## config.mk

```make
export PLATFORM = sky130hd
export DESIGN_NAME = pdm_mic_rx
export DESIGN_NICKNAME = d
export VERILOG_FILES = /design/src/rtl/pdm_pkg.sv /design/src/rtl/pdm_cic2_decim.sv /design/src/rtl/pdm_mic_rx.sv
export SDC_FILE = /design/constraint.sdc
export NUM_CORES = 1
export LEC_CHECK = 0
export CAP_MARGIN = 10
export CORE_UTILIZATION = 30
export CTS_BUF_LIST = sky130_fd_sc_hd__clkbuf_16
export CTS_CLUSTER_SIZE = 40
export DETAILED_ROUTE_END_ITERATION = 10
export DONT_BUFFER_PORTS = 1
export GPL_TIMING_DRIVEN = 0
export MAX_ROUTING_LAYER = met4
export PLACE_DENSITY_LB_ADDON = 0.3
export SLEW_MARGIN = 15
export SYNTH_ARGS = -nofsm -noshare
export SYNTH_HDL_FRONTEND = slang
export SYNTH_SLANG_ARGS = --single-unit
```

## constraint.sdc

```tcl
create_clock -name clk -period 7.3 [get_ports clk]
set_input_delay 1.095 -clock clk [delete_from_list [all_inputs] [get_ports clk]]
set_output_delay 1.095 -clock clk [all_outputs]
set_load 0.02 [all_outputs]
```

## src/rtl/pdm_pkg.sv

```systemverilog
// Shared constants, CIC width helper and comb-pipeline state type for the PDM microphone receiver.
package pdm_pkg;

  localparam int unsigned CLK_DIV_DEF = 40;
  localparam int unsigned DECIM_DEF   = 64;
  localparam int unsigned OUT_W       = 16;

  // Worst-case growth of a 2nd-order CIC: 2*log2(R) bits plus sign and the +/-1 input.
  function automatic int unsigned cic_width(input int unsigned decim);
    return 2 * $clog2(decim) + 2;
  endfunction

  typedef enum logic [1:0] {
    CombIdle,
    CombStage1,
    CombStage2
  } comb_state_e;

endpackage

```

## src/rtl/pdm_cic2_decim.sv

```systemverilog
// Second-order CIC decimator: two modular integrators, a two-cycle comb pipeline and a
// warm-up gate that hides the first two (not yet settled) decimated results.
module pdm_cic2_decim
  import pdm_pkg::*;
#(
  parameter int unsigned DECIM = DECIM_DEF
) (
  input  logic             clk,
  input  logic             reset,
  input  logic             clk_enable,
  input  logic             bit_strobe,
  input  logic             bit_val,
  output logic [OUT_W-1:0] sample,
  output logic             sample_valid
);

  localparam int unsigned B  = cic_width(DECIM);
  localparam int unsigned CW = $clog2(DECIM);

  logic [B-1:0]     r_i1, r_i2, r_i2_prev, r_c1, r_c1_prev;
  logic [CW-1:0]    r_bit_cnt;
  logic [1:0]       r_warm;
  logic [OUT_W-1:0] r_sample;
  logic             r_valid;
  comb_state_e      r_state, w_state_next;

  logic [B-1:0]     w_x, w_i1_next, w_i2_next, w_c2;
  logic [OUT_W-1:0] w_sample_next;
  logic             w_decim;

  assign w_x       = bit_val ? B'(1) : {B{1'b1}};
  assign w_i1_next = r_i1 + w_x;
  assign w_i2_next = r_i2 + w_i1_next;
  assign w_c2      = r_c1 - r_c1_prev;
  assign w_decim   = bit_strobe && (r_bit_cnt == CW'(DECIM - 1));
  // The bits that sign extension would add are shifted out, so zero-extend then shift.
  assign w_sample_next = OUT_W'(w_c2) << (OUT_W - B);

  always_ff @(posedge clk) begin
    if (reset) begin
      r_state <= CombIdle;
    end else if (clk_enable) begin
      r_state <= w_state_next;
    end
  end

  always_comb begin
    w_state_next = r_state;
    unique case (r_state)
      CombIdle:   if (w_decim) w_state_next = CombStage1;
      CombStage1: w_state_next = CombStage2;
      CombStage2: w_state_next = CombIdle;
      default:    w_state_next = CombIdle;
    endcase
  end

  always_ff @(posedge clk) begin
    if (reset) begin
      r_i1      <= '0;
      r_i2      <= '0;
      r_i2_prev <= '0;
      r_c1      <= '0;
      r_c1_prev <= '0;
      r_bit_cnt <= '0;
      r_warm    <= '0;
      r_sample  <= '0;
      r_valid   <= 1'b0;
    end else if (clk_enable) begin
      r_valid <= 1'b0;
      if (bit_strobe) begin
        r_i1      <= w_i1_next;
        r_i2      <= w_i2_next;
        r_bit_cnt <= r_bit_cnt + CW'(1);
      end
      // I2 cannot change again for at least CLK_DIV cycles, so it is read directly here.
      if (r_state == CombStage1) begin
        r_c1      <= r_i2 - r_i2_prev;
        r_i2_prev <= r_i2;
      end
      if (r_state == CombStage2) begin
        r_c1_prev <= r_c1;
        if (r_warm == 2'd2) begin
          r_sample <= w_sample_next;
          r_valid  <= 1'b1;
        end else begin
          r_warm <= r_warm + 2'd1;
        end
      end
    end
  end

  assign sample       = r_sample;
  assign sample_valid = r_valid & clk_enable;

endmodule

```

## src/rtl/pdm_mic_rx.sv

```systemverilog
// PDM microphone receiver top: bit-clock divider, 2-flop input synchronizer and the capture
// strobe feeding the CIC decimator.
module pdm_mic_rx
  import pdm_pkg::*;
#(
  parameter int unsigned CLK_DIV = CLK_DIV_DEF,
  parameter int unsigned DECIM   = DECIM_DEF
) (
  input  logic             clk,
  input  logic             reset,
  input  logic             clk_enable,
  input  logic             mic_data,
  output logic             mic_clk,
  output logic             mic_lrsel,
  output logic [OUT_W-1:0] sample,
  output logic             sample_valid
);

  localparam int unsigned DW = $clog2(CLK_DIV);

  logic [DW-1:0] r_div_cnt;
  logic          r_mic_clk;
  logic [1:0]    r_sync;
  logic          w_div_last, w_div_half;

  assign w_div_last = (r_div_cnt == DW'(CLK_DIV - 1));
  assign w_div_half = (r_div_cnt == DW'(CLK_DIV / 2 - 1));

  always_ff @(posedge clk) begin
    if (reset) begin
      r_div_cnt <= '0;
      r_mic_clk <= 1'b0;
      r_sync    <= '0;
    end else if (clk_enable) begin
      r_div_cnt <= w_div_last ? '0 : r_div_cnt + DW'(1);
      if (w_div_last) begin
        r_mic_clk <= 1'b1;
      end else if (w_div_half) begin
        r_mic_clk <= 1'b0;
      end
      r_sync <= {r_sync[0], mic_data};
    end
  end

  // Capture happens one cycle before mic_clk rises, closing the current bit period.
  pdm_cic2_decim #(
    .DECIM(DECIM)
  ) u_cic (
    .clk          (clk),
    .reset        (reset),
    .clk_enable   (clk_enable),
    .bit_strobe   (w_div_last),
    .bit_val      (r_sync[1]),
    .sample       (sample),
    .sample_valid (sample_valid)
  );

  assign mic_clk   = r_mic_clk;
  assign mic_lrsel = 1'b0;

endmodule

```

# After elaboration in Yosys (flattened, before gate mapping)
# Cells that the tools add are included.
[totals] mem_bits_ro=0 latch_bits=0 ramBits=0 inputBits=4 ff_bits=104 output_inout_bits=19 wordCells=47 mem_count=0
[classes] magnitude_cmp=0 muxes=8 addsub=7 n_reduce_logical=10 bitwise_logic=2 div_mod_pow=0 n_shift=0 multipliers=0 eq_ne=7
[ops] op="adder 14 bit" count=2
[ops] op="subtractor 14 bit" count=2
[ops] op="2-to-1 mux 14 bit" count=1
[ops] op="adder 6 x 1 -> 6 bit (second input constant)" count=2
[ops] op="equality test 6 bit (second input constant)" count=2
[ops] op="AND reduction 2 bit" count=5
[ops] op="equality test 6 x 5 -> 1 bit (second input constant)" count=1
[ops] op="2-to-1 mux 6 bit" count=1
[ops] op="AND reduction 3 bit" count=2
[ops] op="equality test 2 bit (second input constant)" count=2
[ops] op="2-to-1 mux 1 bit" count=4
[ops] op="case mux 2 bit (2 select lines)" count=1
[ops] op="adder 2 x 1 -> 2 bit (second input constant)" count=1
[ops] op="equality test 2 x 1 -> 1 bit (second input constant)" count=1
[ops] op="zero test 2 bit" count=1
[ops] op="2-to-1 mux 2 bit" count=1
[ops] op="!= test 2 x 1 -> 1 bit (second input constant)" count=1
[ops] op="nonzero test 2 bit" count=1
[ops] op="AND 1 bit" count=1
[ops] op="logical AND 1 bit" count=1
[ops] op="NOT 1 bit" count=1

# Depth between registers and ports, before layout
[depth] depth_word=4 depth_mapped=15 ltp_nobuf=15

# By module
# A second synthesis with hierarchy kept.
[unflattened] cells_unflattened=772 area_unflattened_um2=6198.4
[modules_own_cells] mod="pdm_cic2_decim" area_per_inst_um2=5780.5 seq_area_each_um2=1901.8 instances=1 cells_each=729
[modules_own_cells] mod="pdm_mic_rx" area_per_inst_um2=417.9 seq_area_each_um2=180.2 instances=1 cells_each=43

# Least setup slack after synthesis
# No wires, ideal clock.
[synth_path] path_kind="reg-to-reg" startpoint="register r_sync[1]" endpoint="register u_cic.r_i2[13]" required_time_ps=7177 setup_slack_ps=3659 stages_incl_launch_ff=15 t_arrival_ps=3517 path_buffers=0 synth_period_minus_slack_ps=3641 setup_time_ps=123 path_cell_list="dfxtp_1 inv_1 fa_1 a21o_2 a21oi_1 o21a_1 o21ai_0 xor2_1 ha_1 or3_1 a2111oi_4 o21ai_0 o21a_1 o21ai_1 mux2_1"
[synth_between] elab_chain_cells=3
[synth_rtl] item="from (decl)" line_no="pdm_mic_rx.sv:23" rtl="logic [1:0] r_sync;"
[synth_rtl] item="from (signal assigned)" line_no="pdm_mic_rx.sv:41" rtl="r_sync <= {r_sync[0], mic_data};"
[synth_rtl] item="2-to-1 mux 14 bit" line_no="pdm_cic2_decim.sv:31" rtl="assign w_x = bit_val ? B'(1) : {B{1'b1}};"
[synth_rtl] item="adder 14 bit" line_no="pdm_cic2_decim.sv:32" rtl="assign w_i1_next = r_i1 + w_x;"
[synth_rtl] item="via u_cic.w_i1_next[10]" line_no="pdm_cic2_decim.sv:27" rtl="logic [B-1:0] w_x, w_i1_next, w_i2_next, w_c2;"
[synth_rtl] item="adder 14 bit" line_no="pdm_cic2_decim.sv:33" rtl="assign w_i2_next = r_i2 + w_i1_next;"
[synth_rtl] item="to (signal assigned)" line_no="pdm_cic2_decim.sv:72" rtl="r_i2 <= w_i2_next;"
[synth_rtl] item="to (decl)" line_no="pdm_cic2_decim.sv:20" rtl="logic [B-1:0] r_i1, r_i2, r_i2_prev, r_c1, r_c1_prev;"
# The timed path passes the listed nets, and every way through them passes these cells.
# A chain may end at the register's enable or synchronous reset.

# Worst setup path after layout
# Ends and elaborated chain as after synthesis.

==> impl_metrics.yaml <==
timing:
  hold_violations: 0
  timing.fmax_mhz: 238
  hold_ws_ns: 0.454
  fin_skew_ns: 0.00659
  tns_ns: 0
  period_share: 0.575
  finalSetupViolations: 0
  tightest_slew_ns: 0.745
  rsz0062_at_grt: "false"
  drv_slew: 0
  fin_crit_ns: 4.20
  slew_headroom: 0.504
worst_setup_path:
  required_ns: 7.54
  reg2regPathDepth: 14
  cp_num_buf_inv: 1
  crit_family: "compound AO/OA/AOI/OAI gates"
  path_depth: 14
  cp_slowest_cell: "fa_1"
  crit_type: "flop to flop"
  worstPathCellList: "inv_1 > fa_1 > a21o_2 > a21oi_1 > o21a_1 > o21ai_0 > xor2_1 > ha_1 > or3_1 > a2111oi_4 > o21ai_0 > o21a_1 > o21ai_1 > mux2_1"
  cp_data_arrival_time_ns: 4.44
  cp-end-kind: "flop"
  max_stage_delay_ns: 0.48
  start_kind: "flop"
  cp_max_fo: 13
drt:
  vias: 5043
  post_drt_wl_per_cell_um: 13.5
  drtIter0Drc: 197
  drc: 0
  antenna_left: 0
  first_pass_iters: 6
  routed_wl_mm: 14.3
  viasPerCell: 4.74
synthesis:
  async_reset_ff_frac: 0
  yosys_warnings: 0
  seq_area_frac_synth: 0.335
  synth_cell_types: 67
  synth_area_leaders: "dfxtp_1, ha_1, nand2_1"
  yosys.area.top_type: "dfxtp_1"
  synth_area_sq_mm: 0.00622
  syn_area_per_cell_sq_um: 8.02
  synthFlopType: "dfxtp_1"
  synth_seq_cells: 104
  syn_inst: 775
  synth_edf_count: 0
  synth_top_area_share: 0.335
place:
  place_inst: 1047
  dp_hpwl_mm: 10.9
  portBuffers: 0
  gp_congestion: 0.788
  detailed_place.area_sq_mm: 0.00656
global_routing:
  grt_pass1_wl_mm: 23.9
  antenna_found_initial: 0
  globalRouteTotalUtil: 0.145
  overflow: 0
  grt_pass1_vias: 4867
  grt_max_degree: 18
die:
  io_pins: 23
  core-area_sq_mm: 0.0203
  die_w_um: 146
  die_h_um: 146
  rows: 52
  dieArea_sq_mm: 0.0213
  initial_core_util: 0.306
clock_tree:
  cts_setup_buffers: 0
  clkTransAtPathRegs_ns: 0.07
  clock_sinks: 104
  cts_buffers: 9
  cts_tree: "done"
  cts_buffer_depth: 2
  cts-root-buf: "clkbuf_16"
  h-tree-depth: 3
  cts_resized: 0
  cts_hold_repair.buffers: 0
  insertion_delay_ns: 0.36
final_layout:
  design_area_sq_mm: 0.00688
  final_cell_mix: "nand2_1, dfxtp_1, a21oi_1"
  nets: 851
  syn_to_final_growth_pct: 10.7
  layout_commonest_cell: "nand2_1"
  instances_no_fill: 1064
  drive_gt1_frac: 0.0542
power:
  power.leakage_nw: 2.48
  powerDensity_mw_per_mm2: 166
  peakVddDrop_mv: 0.118
  power_mw: 1.14
min_path:
  hold_path.class: "flop to flop"
  whs_path_depth: 2
status:
  status: "completed"
run:
  drv_cap: 0
==> sequential cells by signal (all words and copies together), names as in the netlist <==
signal,count
u_cic.r_c1,14
r_sync,2
u_cic.r_warm,2
u_cic.r_state,2
r_div_cnt,6
u_cic.r_c1_prev,14
u_cic.r_i1,14
u_cic.sample,14
mic_clk,1
u_cic.r_i2_prev,14
u_cic.r_valid,1
u_cic.r_i2,14
u_cic.r_bit_cnt,6
==> synth_stat cells, types with 14 or more instances <==
cell type and instances:
a211oi_1 15, a21oi_1 86, clkbuf_1 25, dfxtp_1 104
ha_1 55, inv_1 42, nand2_1 126, nand3b_1 17
nor2_1 54, nor3_1 29, o21a_1 15, o21ai_0 27
xnor2_1 24, xor2_1 14
==> area by class of cell <==
class                           instances  area, sq um
Clock buffer                            9          225
Antenna cell                            1         2.50
Multi-Input combinational cell        596         3830
Inverter                               42          158
Sequential cell                       104         2080
Tap cell                              270          338
Buffer                                 35          155
Clock inverter                          7         93.8
Fill cell                            2172        13400
==> worst min-delay path, cell delays in order (launching register included) <==
cell	delay, ns
dfxtp_1	0.31
nand2_1	0.05
a21oi_1	0.05
==> final timing paths <==
kind	slack, ns	start	to
setup / recovery	3.10	r_sync[1]	u_cic.r_i2[13]
setup reg to reg	3.10	r_sync[1]	u_cic.r_i2[13]
hold / removal	0.45	u_cic.r_i2_prev[12]	u_cic.r_i2_prev[12]
hold reg to reg	0.45	u_cic.r_i2_prev[12]	u_cic.r_i2_prev[12]
==> metrics by stage <==
step	util	worst slack [ns]
6_report	0.339	3.10
5_1_grt	0.339	2.75
4_1_cts	0.339	3.04
3_5_place_dp	0.323	3.04
3_3_place_gp	0.323	3.06
2_1_floorplan	-	3.66
==> power breakdown <==
part | internal [mW] | switching (mW)
Combinational | 0.0161 | 0.0329
Clock | 0.301 | 0.223
Sequential | 0.569 | 0.00151
==> cell families (layout without fill, tap and decap cells) <==
logic type / Yosys count / in the layout / synth area share
XOR/XNOR: 38 / 38 / 0.0535
flip-flops: 104 / 104 / 0.335
AO/OA/AOI/OAI: 203 / 203 / 0.213
other: 1 / 4 / 0.000603
multiplexers: 4 / 4 / 0.00664
buffers and inverters: 77 / 93 / 0.0503
AND/OR/NAND/NOR: 289 / 289 / 0.218
adder cells (fa/ha/maj): 59 / 59 / 0.124
==> per-layer routing <==
layer	track usage	up-vias	part of all wire
met3	0.0354	12	0.025
met1	0.180	2254	0.51
met2	0.234	43	0.46
met4	0.0347	0	0.012
li1	-	2734	-
met5	-	-	0
Note: power is estimated with default switching activity, not from simulation.
